File: config.mk
export PLATFORM = sky130hd
export DESIGN_NAME = video_stream_tx
export DESIGN_NICKNAME = d
export VERILOG_FILES = /design/src/rtl/video_timing_pkg.sv /design/src/rtl/pixel_fifo.sv /design/src/rtl/video_stream_tx.sv
export SDC_FILE = /design/constraint.sdc
export NUM_CORES = 1
export LEC_CHECK = 0
export ABC_AREA = 1
export ABC_CLOCK_PERIOD_IN_PS = 3800
export CAP_MARGIN = 20
export CORE_AREA = 10 10 104 125
export DETAILED_ROUTE_END_ITERATION = 12
export DIE_AREA = 0 0 114 135
export GPL_TIMING_DRIVEN = 1
export MAX_ROUTING_LAYER = met4
export SYNTH_ARGS = -nofsm -noshare
export SYNTH_HDL_FRONTEND = slang
export SYNTH_SLANG_ARGS = --single-unit
File: constraint.sdc
create_clock -name clk -period 3.8 [get_ports clk]
set_input_delay 0.76 -clock clk [delete_from_list [all_inputs] [get_ports clk]]
set_output_delay 0.76 -clock clk [all_outputs]
set_load 0.005 [all_outputs]
File: src/rtl/video_timing_pkg.sv
// Shared timing constants and transmitter state encoding for the video stream path.
package video_timing_pkg;

  localparam int unsigned HFront  = 7;
  localparam int unsigned HSync   = 23;
  localparam int unsigned HBack   = 23;
  localparam int unsigned VBottom = 14;
  localparam int unsigned VSync   = 3;
  localparam int unsigned VTop    = 5;

  typedef enum logic [1:0] {
    SEEK   = 2'd0,
    ARMED  = 2'd1,
    ACTIVE = 2'd2
  } tx_state_e;

endpackage

File: src/rtl/pixel_fifo.sv
// Count-based synchronous FIFO holding {sof, colour} pixel words.
module pixel_fifo #(
  parameter int unsigned Width = 4,
  parameter int unsigned Depth = 16
) (
  input  logic             clk_i,
  input  logic             rst_i,
  input  logic             push_i,
  input  logic [Width-1:0] wdata_i,
  input  logic             pop_i,
  output logic [Width-1:0] rdata_o,
  output logic             full_o,
  output logic             empty_o
);

  localparam int unsigned AW = $clog2(Depth);
  localparam logic [AW:0] DepthCnt = (AW + 1)'(Depth);

  logic [Width-1:0] mem_q [Depth];
  logic [AW-1:0]    wptr_q, rptr_q;
  logic [AW:0]      count_q, count_d;
  logic             do_push, do_pop;

  assign full_o  = (count_q == DepthCnt);
  assign empty_o = (count_q == '0);
  assign rdata_o = mem_q[rptr_q];

  assign do_push = push_i & ~full_o;
  assign do_pop  = pop_i & ~empty_o;

  always_comb begin
    count_d = count_q;
    if (do_push && !do_pop) begin
      count_d = count_q + (AW + 1)'(1);
    end else if (!do_push && do_pop) begin
      count_d = count_q - (AW + 1)'(1);
    end
  end

  // Pointers wrap naturally because Depth is a power of two.
  always_ff @(posedge clk_i or posedge rst_i) begin
    if (rst_i) begin
      wptr_q  <= '0;
      rptr_q  <= '0;
      count_q <= '0;
    end else begin
      if (do_push) wptr_q <= wptr_q + AW'(1);
      if (do_pop)  rptr_q <= rptr_q + AW'(1);
      count_q <= count_d;
    end
  end

  always_ff @(posedge clk_i) begin
    if (do_push) mem_q[wptr_q] <= wdata_i;
  end

endmodule

File: src/rtl/video_stream_tx.sv
// Streams buffered pixels onto a raster with sync generation and frame realignment on sof.
module video_stream_tx
  import video_timing_pkg::*;
#(
  parameter int unsigned H_DISPLAY  = 256,
  parameter int unsigned V_DISPLAY  = 240,
  parameter int unsigned FIFO_DEPTH = 16
) (
  input  logic       clk,
  input  logic       reset,
  input  logic [2:0] pix_data,
  input  logic       pix_sof,
  input  logic       pix_valid,
  output logic       pix_ready,
  output logic       hsync,
  output logic       vsync,
  output logic [2:0] rgb,
  output logic [8:0] hpos,
  output logic [8:0] vpos,
  output logic       underflow
);

  localparam logic [8:0] HDisp      = 9'(H_DISPLAY);
  localparam logic [8:0] VDisp      = 9'(V_DISPLAY);
  localparam logic [8:0] HMax       = 9'(H_DISPLAY + HFront + HSync + HBack - 1);
  localparam logic [8:0] VMax       = 9'(V_DISPLAY + VBottom + VSync + VTop - 1);
  localparam logic [8:0] HSyncStart = 9'(H_DISPLAY + HFront);
  localparam logic [8:0] HSyncEnd   = 9'(H_DISPLAY + HFront + HSync - 1);
  localparam logic [8:0] VSyncStart = 9'(V_DISPLAY + VBottom);
  localparam logic [8:0] VSyncEnd   = 9'(V_DISPLAY + VBottom + VSync - 1);

  tx_state_e  state_q, state_d;
  logic [8:0] hpos_q, hpos_d, vpos_q, vpos_d;
  logic       hsync_q, hsync_d, vsync_q, vsync_d;
  logic       underflow_q, underflow_d;
  logic [2:0] rgb_q, rgb_d;

  logic       fifo_full, fifo_empty, fifo_pop;
  logic [3:0] fifo_head;
  logic       display_on, at_origin, frame_end, serving;

  pixel_fifo #(
    .Width (4),
    .Depth (FIFO_DEPTH)
  ) u_fifo (
    .clk_i   (clk),
    .rst_i   (reset),
    .push_i  (pix_valid),
    .wdata_i ({pix_sof, pix_data}),
    .pop_i   (fifo_pop),
    .rdata_o (fifo_head),
    .full_o  (fifo_full),
    .empty_o (fifo_empty)
  );

  assign pix_ready  = ~fifo_full;
  assign display_on = (hpos_q < HDisp) && (vpos_q < VDisp);
  assign at_origin  = (hpos_q == '0) && (vpos_q == '0);
  assign frame_end  = (hpos_q == '0) && (vpos_q == VDisp);
  // ARMED serves the origin pixel itself so the first pixel lands on hpos=0,vpos=0.
  assign serving    = (state_q == ACTIVE) || ((state_q == ARMED) && at_origin);

  always_comb begin
    hpos_d = hpos_q + 9'd1;
    vpos_d = vpos_q;
    if (hpos_q == HMax) begin
      hpos_d = '0;
      vpos_d = (vpos_q == VMax) ? '0 : vpos_q + 9'd1;
    end
  end

  always_comb begin
    state_d  = state_q;
    fifo_pop = 1'b0;
    unique case (state_q)
      SEEK: begin
        if (!fifo_empty) begin
          if (!fifo_head[3]) begin
            fifo_pop = 1'b1;
          end else if (!at_origin) begin
            state_d = ARMED;
          end
        end
      end
      ARMED: begin
        if (at_origin) state_d = ACTIVE;
      end
      ACTIVE: begin
        if (frame_end) state_d = SEEK;
      end
      default: state_d = SEEK;
    endcase
    if (serving && display_on && !fifo_empty) fifo_pop = 1'b1;
  end

  always_comb begin
    rgb_d       = (serving && display_on && !fifo_empty) ? fifo_head[2:0] : 3'd0;
    hsync_d     = !((hpos_q >= HSyncStart) && (hpos_q <= HSyncEnd));
    vsync_d     = !((vpos_q >= VSyncStart) && (vpos_q <= VSyncEnd));
    underflow_d = underflow_q;
    if (serving && display_on && fifo_empty) begin
      underflow_d = 1'b1;
    end else if (at_origin) begin
      underflow_d = 1'b0;
    end
  end

  always_ff @(posedge clk or posedge reset) begin
    if (reset) begin
      state_q     <= SEEK;
      hpos_q      <= '0;
      vpos_q      <= '0;
      hsync_q     <= 1'b1;
      vsync_q     <= 1'b1;
      rgb_q       <= '0;
      underflow_q <= 1'b0;
    end else begin
      state_q     <= state_d;
      hpos_q      <= hpos_d;
      vpos_q      <= vpos_d;
      hsync_q     <= hsync_d;
      vsync_q     <= vsync_d;
      rgb_q       <= rgb_d;
      underflow_q <= underflow_d;
    end
  end

  assign hpos      = hpos_q;
  assign vpos      = vpos_q;
  assign hsync     = hsync_q;
  assign vsync     = vsync_q;
  assign rgb       = rgb_q;
  assign underflow = underflow_q;

endmodule

==> flow_summary_export.csv, run 1 <==
group,metric,value,unit
hold_path,min_from,"vpos[7]$_DFFE_PP0N_",
floorplanning,placementRows,41,
timing,slew-limit-headroom,54.1,%
timing,timing.final.crit_period,2.98,ns
synth,yosysTopAreaCellShare,39.5,%
floorplanning,die_w,114,um
clock_tree,htreeDepth,3,
clock_tree,path_clk_slew,0.07,ns
hold_path,hold_path.class,"reg -> reg",
synth,yosysUniqueCellTypes,35,
grt,grt_max_degree,36,
floorplanning,ioPinCount,32,
setup_path,r2r_slack,0.82,ns
setup_path,required,4.03,ns
setup_path,worst_path_max_delay_cell,"dfrtp_1",
power_and_ir_drop,irDropWorstVdd,323,uV
place,numPortBuffers,31,
clock_tree,clock_latency,0.34,ns
clock_tree,post_cts.repair.setup_buffers,0,
timing,fin_skew,0.00493,ns
setup_path,cpPeakStageDelay,0.47,ns
routing,wl,10400,um
run_status,run_status,"completed",
synth,synth_edf_count,64,
layout,final_nets,548,
layout,nFillCells,959,
synth,syn-num-nets,514,
routing,dr.pass1.iters,4,
clock_tree,cts_tree,"done",
grt,grt_pass1_wl,17300,um
setup_path,r2r-start,"vpos[0]$_DFFE_PP0N_",
floorplanning,initial_utilization,46.5,%
layout,register_area,0.00290,mm^2
clock_tree,clock_sinks,103,
timing,setup_viol,0,
timing,period_share,78.4,%
synth,ys_ff_latch,103,
layout,multiInputGateArea,0.00168,mm^2
clock_tree,cts_buffers,9,
synth,async_flop_share,37.9,%
synth,yosys_warnings,0,
layout,area_growth,15.7,%
setup_path,rr_endpoint,"u_fifo.count_q[4]$_DFFE_PP0P_",
flow_run,cap_violations,0,
routing,initialDrtViolationCount,211,
timing,rsz0062_at_grt,"false",
timing,fin_tns_setup,0,ns
power_and_ir_drop,cellPowerDensity,600,mW/mm^2
floorplanning,die_height,135,um
hold_path,min_to,"vpos[7]$_DFFE_PP0N_",
synth,synth_cells,490,
clock_tree,cts-root-buf,"clkbuf_16",
synth,synth_area_per_cell,9.93,um^2
clock_tree,cts-resized-gates,0,
power_and_ir_drop,p_leak,0.00235,uW
setup_path,cp_cell_sequence,"inv_1, ha_1, nand2_1, nor2_1, nand4_2, nand2_2, nand3_4, nand2_2, nand2_1, ha_1, fa_1, inv_1, nand2_1, a21oi_1, nor2_1, nand2_1, nand3_1, xnor2_1",
routing,vias_per_cell,5.09,
setup_path,crit_top_cell,"nand2_1",
routing,wire_per_inst,15.8,um
floorplanning,core_area,0.0105,mm^2
layout,final_util,53.8,%
setup_path,ff2ff_path_depth,18,
synth,synth.yosys.seq_area_share,59.6,%
hold_path,hold_path_depth,1,
place,dp_hpwl,7360,um
grt,gr-total-overflow,0,
layout,antennaDiodeCount,0,
floorplanning,die_area,0.0154,mm^2
clock_tree,cts_hold_buffers,0,
timing,hold_violations,0,
synth,netlist_area,0.00486,mm^2
grt,antenna_found_initial,0,
timing,slew_viol_final,0,
timing,tightest_slew,0.687,ns
layout,drive_above_1_share,7.56,%
place,gp_congestion,0.872,
synth,synth_ff_type,"edfxtp_1",
setup_path,cp-end-kind,"flip-flop",
grt,track_usage,14.5,%
setup_path,critical_path.max_fanout,8,
setup_path,startpoint_type,"flip-flop",
grt,grt_pass1_vias,3406,
routing,route.detailed.drc,0,
routing,ant_nets,0,
synth,synth_top_area_cell,"edfxtp_1",
setup_path,criticalPathCategory,"reg -> reg",
clock_tree,clk_path_buf_depth,2,
synth,netlist_top_cells_area,"edfxtp_1, dfrtp_1, nand2_1, nand3_1, ha_1",
routing,vias,3352,
setup_path,cp_data_arrival_time,3.21,ns
timing,clock.fmax,0.336,GHz
## worst max path at each step
stage	from	end	slack [ns]	depth (start not counted)
6_report	vpos[0]$_DFFE_PP0N_	u_fifo.count_q[4]$_DFFE_PP0P_	0.82	18
2_1_floorplan	vpos[0]$_DFFE_PP0N_	u_fifo.count_q[4]$_DFFE_PP0P_	1.12	18
3_3_place_gp	vpos[0]$_DFFE_PP0N_	u_fifo.count_q[4]$_DFFE_PP0P_	0.90	18
4_1_cts	vpos[0]$_DFFE_PP0N_	u_fifo.count_q[4]$_DFFE_PP0P_	0.81	18
5_1_grt	vpos[0]$_DFFE_PP0N_	u_fifo.count_q[4]$_DFFE_PP0P_	0.53	18
3_5_place_dp	hpos[0]$_DFF_PP0_	u_fifo.count_q[4]$_DFFE_PP0P_	0.82	20
## cell families after synthesis
| group | count (synthesis) | share of synthesized area, % |
|---|---|---|
| XOR/XNOR | 12 | 2.16 |
| flip-flops | 103 | 59.6 |
| AND/OR/NAND/NOR | 247 | 23.1 |
| adder cells (fa/ha/maj) | 17 | 4.53 |
| buffers and inverters | 69 | 5.89 |
| AO/OA/AOI/OAI | 42 | 4.71 |
## stage by stage
stage / total power (uW) / hold WS, ns / worst slack [ns] / instances / area (um^2)
CTS: 3400 / 0.496 / 0.807 / 658 / 5630
floorplan: 2150 / 0.467 / 1.12 / 490 / 4860
finish: 3380 / 0.490 / 0.821 / 658 / 5630
global placement: 2360 / 0.488 / 0.898 / 642 / 5290
global route: 3600 / 0.533 / 0.526 / 658 / 5630
detailed placement: 2380 / 0.482 / 0.822 / 642 / 5290
## placed cells by master (no fill, tap or decap), types with 3 or more instances in the layout
cell type	n
ha_1	16
nor2_1	53
inv_1	51
nand2_1	107
nor3_1	12
clkdlybuf4s50_1	31
a31oi_1	6
clkbuf_16	10
a21oi_1	11
edfxtp_1	64
xor2_1	10
o21ai_0	19
nand2_2	4
nand4_1	7
dfrtp_1	37
buf_4	3
nand3_1	53
inv_2	5
## power breakdown
part,switching (uW),internal [uW],total (uW)
sequential,94.2,1330,1430
combinational,627,299,926
clock,406,619,1020
total,1130,2250,3380
## layer usage
| metal | vias up | track usage (%) | part of all wire, % |
|---|---|---|---|
| met1 | 1577 | 17.1 | 45 |
| met3 | 7 | 3.46 | 3.7 |
| met2 | 70 | 23.9 | 50 |
| met5 | - | - | 0 |
| met4 | 0 | 4.60 | 0.97 |
| li1 | 1698 | - | - |
## Yosys cell counts, types with 2 or more instances
| cell type | number |
|---|---|
| a21oi_1 | 11 |
| a31oi_1 | 6 |
| buf_2 | 4 |
| buf_4 | 4 |
| clkbuf_1 | 2 |
| clkinv_1 | 2 |
| dfrtp_1 | 37 |
| dfstp_2 | 2 |
| edfxtp_1 | 64 |
| ha_1 | 16 |
| inv_1 | 51 |
| inv_2 | 5 |
| nand2_1 | 107 |
| nand2_2 | 4 |
| nand3_1 | 53 |
| nand3_4 | 2 |
| nand4_1 | 7 |
| nor2_1 | 53 |
| nor2_2 | 2 |
| nor2_4 | 2 |
| nor3_1 | 12 |
| nor3_4 | 2 |
| o21ai_0 | 19 |
| o22ai_1 | 2 |
| xnor2_1 | 2 |
| xor2_1 | 10 |
## layout make-up
cell class | count | area share (%)
sequential | 103 | 51.5
multi-input combinational | 318 | 29.8
timing repair buffer | 34 | 5.92
clock buffer | 10 | 4.45
inverter | 58 | 3.87
tap | 129 | 2.87
clock inverter | 6 | 1.56
## registers in the layout, indices dropped and copies added (netlist names)
name,count
u_fifo.mem_q,64
hpos,9
vpos,9
u_fifo.count_q,5
u_fifo.rptr_q,4
u_fifo.wptr_q,4
rgb,3
state_q,2
hsync,1
underflow,1
vsync,1
## worst max-delay path, delay by kind of cell, from the launching register on
| kind | cells | cell delay (ns) |
|---|---|---|
| AOI/OAI and AO/OA | 1 | 0.15 |
| xor gates and xnor gates | 1 | 0.13 |
| adders and majority gates | 3 | 0.82 |
| buffers and inverters | 2 | 0.21 |
| DFF | 1 | 0.47 |
| and+or+nand+nor | 11 | 1.08 |
Power figures use the tool's default switching activity.
==> run 2, diff against run 1 <==
Settings changed: ABC_CLOCK_PERIOD_IN_PS 3800 to 2600, PLACE_DENSITY set to 0.67.
Clock period 3.8 ns to 2.6 ns, I/O delays scaled along.
==> run 2 against run 1 <==
Effect of this change:
- core utilization is 3.5 points higher
- the run now ends with setup timing left
- first-iteration DRC count is 26% higher
- worst hold slack better by 0.018 ns
- global-route usage is 0.59 points higher
- critical path depth is 2 higher
- critical path type unchanged
- die area stayed put
==> flow_summary_export.csv, run 2 (same netlist as run 1, synthesis figures left out) <==
group,metric,value,unit
clock_tree,clk_path_buf_depth,2,
setup_path,r2r_slack,-0.07,ns
floorplanning,die_w,114,um
timing,worst_slack,-0.0704,ns
floorplanning,die_height,135,um
layout,antennaDiodeCount,0,
timing,fin_skew,0.00661,ns
timing,whs,0.508,ns
clock_tree,path_clk_slew,0.07,ns
timing,setup_viol,1,
clock_tree,clock_latency,0.35,ns
power_and_ir_drop,p_int,3420,uW
layout,drive_above_1_share,16.4,%
layout,area_growth,23.2,%
clock_tree,htreeDepth,3,
place,numPortBuffers,31,
routing,vias_per_cell,5.27,
flow_run,cap_violations,0,
setup_path,r2r-start,"hpos[1]$_DFF_PP0_",
layout,nFillCells,912,
hold_path,min_to,"vpos[7]$_DFFE_PP0N_",
setup_path,cp_data_arrival_time,2.91,ns
layout,final_cell_mix,"nand2_1, edfxtp_1, nor2_1, nand3_1, inv_1",
timing,slew-limit-headroom,54.0,%
setup_path,startpoint_type,"flip-flop",
routing,dr.pass1.iters,5,
power_and_ir_drop,p_comb_share,32.0,%
timing,period_share,103,%
place,gp_congestion,0.925,
clock_tree,clock_sinks,103,
floorplanning,core_area,0.0105,mm^2
grt,grt_max_degree,40,
hold_path,hold_path.class,"reg -> reg",
setup_path,criticalPathCategory,"reg -> reg",
floorplanning,die_area,0.0154,mm^2
setup_path,ff2ff_path_depth,20,
grt,grt_pass1_wl,18100,um
hold_path,hold_path_depth,1,
power_and_ir_drop,p_leak,0.00252,uW
place,dp_hpwl,7740,um
timing,slew_viol_final,0,
floorplanning,ioPinCount,32,
routing,wl,10900,um
run_status,violations,"setup timing",
hold_path,min_from,"vpos[7]$_DFFE_PP0N_",
layout,max_flop_register,"u_fifo.mem_q",
power_and_ir_drop,seqPwrFrac,39.9,%
setup_path,rr_endpoint,"u_fifo.count_q[4]$_DFFE_PP0P_",
grt,gr-total-overflow,0,
layout,final_util,57.3,%
setup_path,required,2.84,ns
clock_tree,cts-root-buf,"clkbuf_16",
timing,clock.fmax,0.374,GHz
routing,ant_nets,0,
routing,vias,3640,
timing,rsz0062_at_grt,"true",
power_and_ir_drop,cellPowerDensity,873,mW/mm^2
floorplanning,placementRows,41,
grt,antenna_found_initial,0,
routing,route.detailed.drc,0,
routing,initialDrtViolationCount,266,
power_and_ir_drop,p_sw_share,34.7,%
place,dpl-instance-area,0.00550,mm^2
layout,largest_register_ffs,64,
run_status,run_status,"finished, violations left",
timing,tightest_slew,0.688,ns
floorplanning,initial_utilization,46.5,%
power_and_ir_drop,switchingPower,1810,uW
grt,grt_pass1_vias,3657,
layout,final_area,0.00599,mm^2
layout,final_common_cell,"nand2_1",
timing,hold_violations,0,
timing,timing.final.crit_period,2.67,ns
clock_tree,cts_tree,"done",
routing,wire_per_inst,15.8,um
power_and_ir_drop,clkPwrFrac,28.1,%
setup_path,cp-end-kind,"flip-flop",
clock_tree,cts_buffers,9,
setup_path,critical_path.max_fanout,4,
power_and_ir_drop,irDropWorstVdd,609,uV
grt,track_usage,15.1,%
layout,final_nets,581,
run 2: cell types whose count changed in the layout (fill, tap and decap cells not counted), moves of 3 or more:
cell	delta
buf_4	+29
inv_1	-5
ha_1	-4
ha_4	+4
inv_8	+4
nand2_1	-4
buf_6	+3
inv_2	+3
run 2: power by group through the flow:
| stage | combinational (uW) | sequential (uW) | clock [uW] |
|---|---|---|---|
| floorplan | 1090 | 2070 | 0 |
| global placement | 1490 | 2100 | 0 |
| detailed placement | 1530 | 2110 | 0 |
| CTS | 1560 | 2070 | 1500 |
| global route | 1880 | 2110 | 1570 |
| finish | 1670 | 2090 | 1470 |
run 2: worst max path at each step:
stage	start	end	slack, ns	cells after the start
floorplan	hpos[0]$_DFF_PP0_	u_fifo.count_q[4]$_DFFE_PP0P_	0.03	20
global placement	hpos[1]$_DFF_PP0_	u_fifo.count_q[4]$_DFFE_PP0P_	0.04	20
detailed placement	hpos[1]$_DFF_PP0_	u_fifo.count_q[3]$_DFFE_PP0P_	-0.04	20
CTS	hpos[1]$_DFF_PP0_	u_fifo.count_q[4]$_DFFE_PP0P_	0.006	20
global route	hpos[1]$_DFF_PP0_	u_fifo.count_q[4]$_DFFE_PP0P_	-0.24	20
finish	hpos[1]$_DFF_PP0_	u_fifo.count_q[4]$_DFFE_PP0P_	-0.07	20
run 2: final cells by class:
cell class | instances | area [um^2] | share of cell area, %
sequential | 103 | 2900 | 48.4
multi-input combinational | 318 | 1770 | 29.5
timing repair buffer | 67 | 604 | 10.1
clock buffer | 10 | 250 | 4.18
inverter | 58 | 228 | 3.80
tap | 129 | 161 | 2.69
clock inverter | 6 | 81.3 | 1.36
run 2: layer usage:
layer  GRT usage [%]  wire, um  up-vias  share of wire (%)
li1                -         -     1764                  -
met5               -         0        -                  0
met3            3.01       460       17                4.2
met4            4.81       170        0                1.6
met1            17.9      4630     1768                 42
met2            25.2      5640       91                 52
run 2: stage by stage:
step / setup slack (ns) / setup TNS [ns] / instances / power [uW]
3_3_place_gp: 0.0437 / 0 / 669 / 3580
3_5_place_dp: -0.0386 / -0.0676 / 669 / 3640
4_1_cts: 0.00641 / 0 / 686 / 5130
2_1_floorplan: 0.0295 / 0 / 490 / 3150
5_1_grt: -0.244 / -0.473 / 691 / 5560
6_report: -0.0704 / -0.0704 / 691 / 5230
run 2: what timing repair did:
| item | CTS | global route |
|---|---|---|
| setup endpoints to repair | 2 | 3 |
| resized for setup | 4 | 21 |
| hold buffers | 0 | 0 |
| setup buffers | 1 | 5 |
| pin swaps | 3 | 15 |
run 2: critical path, cell delays in order (launching register included):
cell and delay (ns):
dfrtp_1 0.39, inv_2 0.10, ha_4 0.14, inv_2 0.03
nor2_2 0.10, nand2_2 0.07, nor2_4 0.09, nand4_2 0.09
nand2_2 0.11, nand3_4 0.08, nand2_4 0.09, nand2_4 0.05
ha_4 0.18, fa_2 0.40, inv_2 0.06, nand2_2 0.05
a21oi_2 0.15, nor2_1 0.07, nand2_1 0.08, nand3_2 0.08
xnor2_1 0.14
==> run 3, diff against run 2 <==
Settings changed: CTS_CLUSTER_SIZE set to 14.
==> results of run 3 <==
No change in the layout: final DEF, timing and power equal those of run 2.
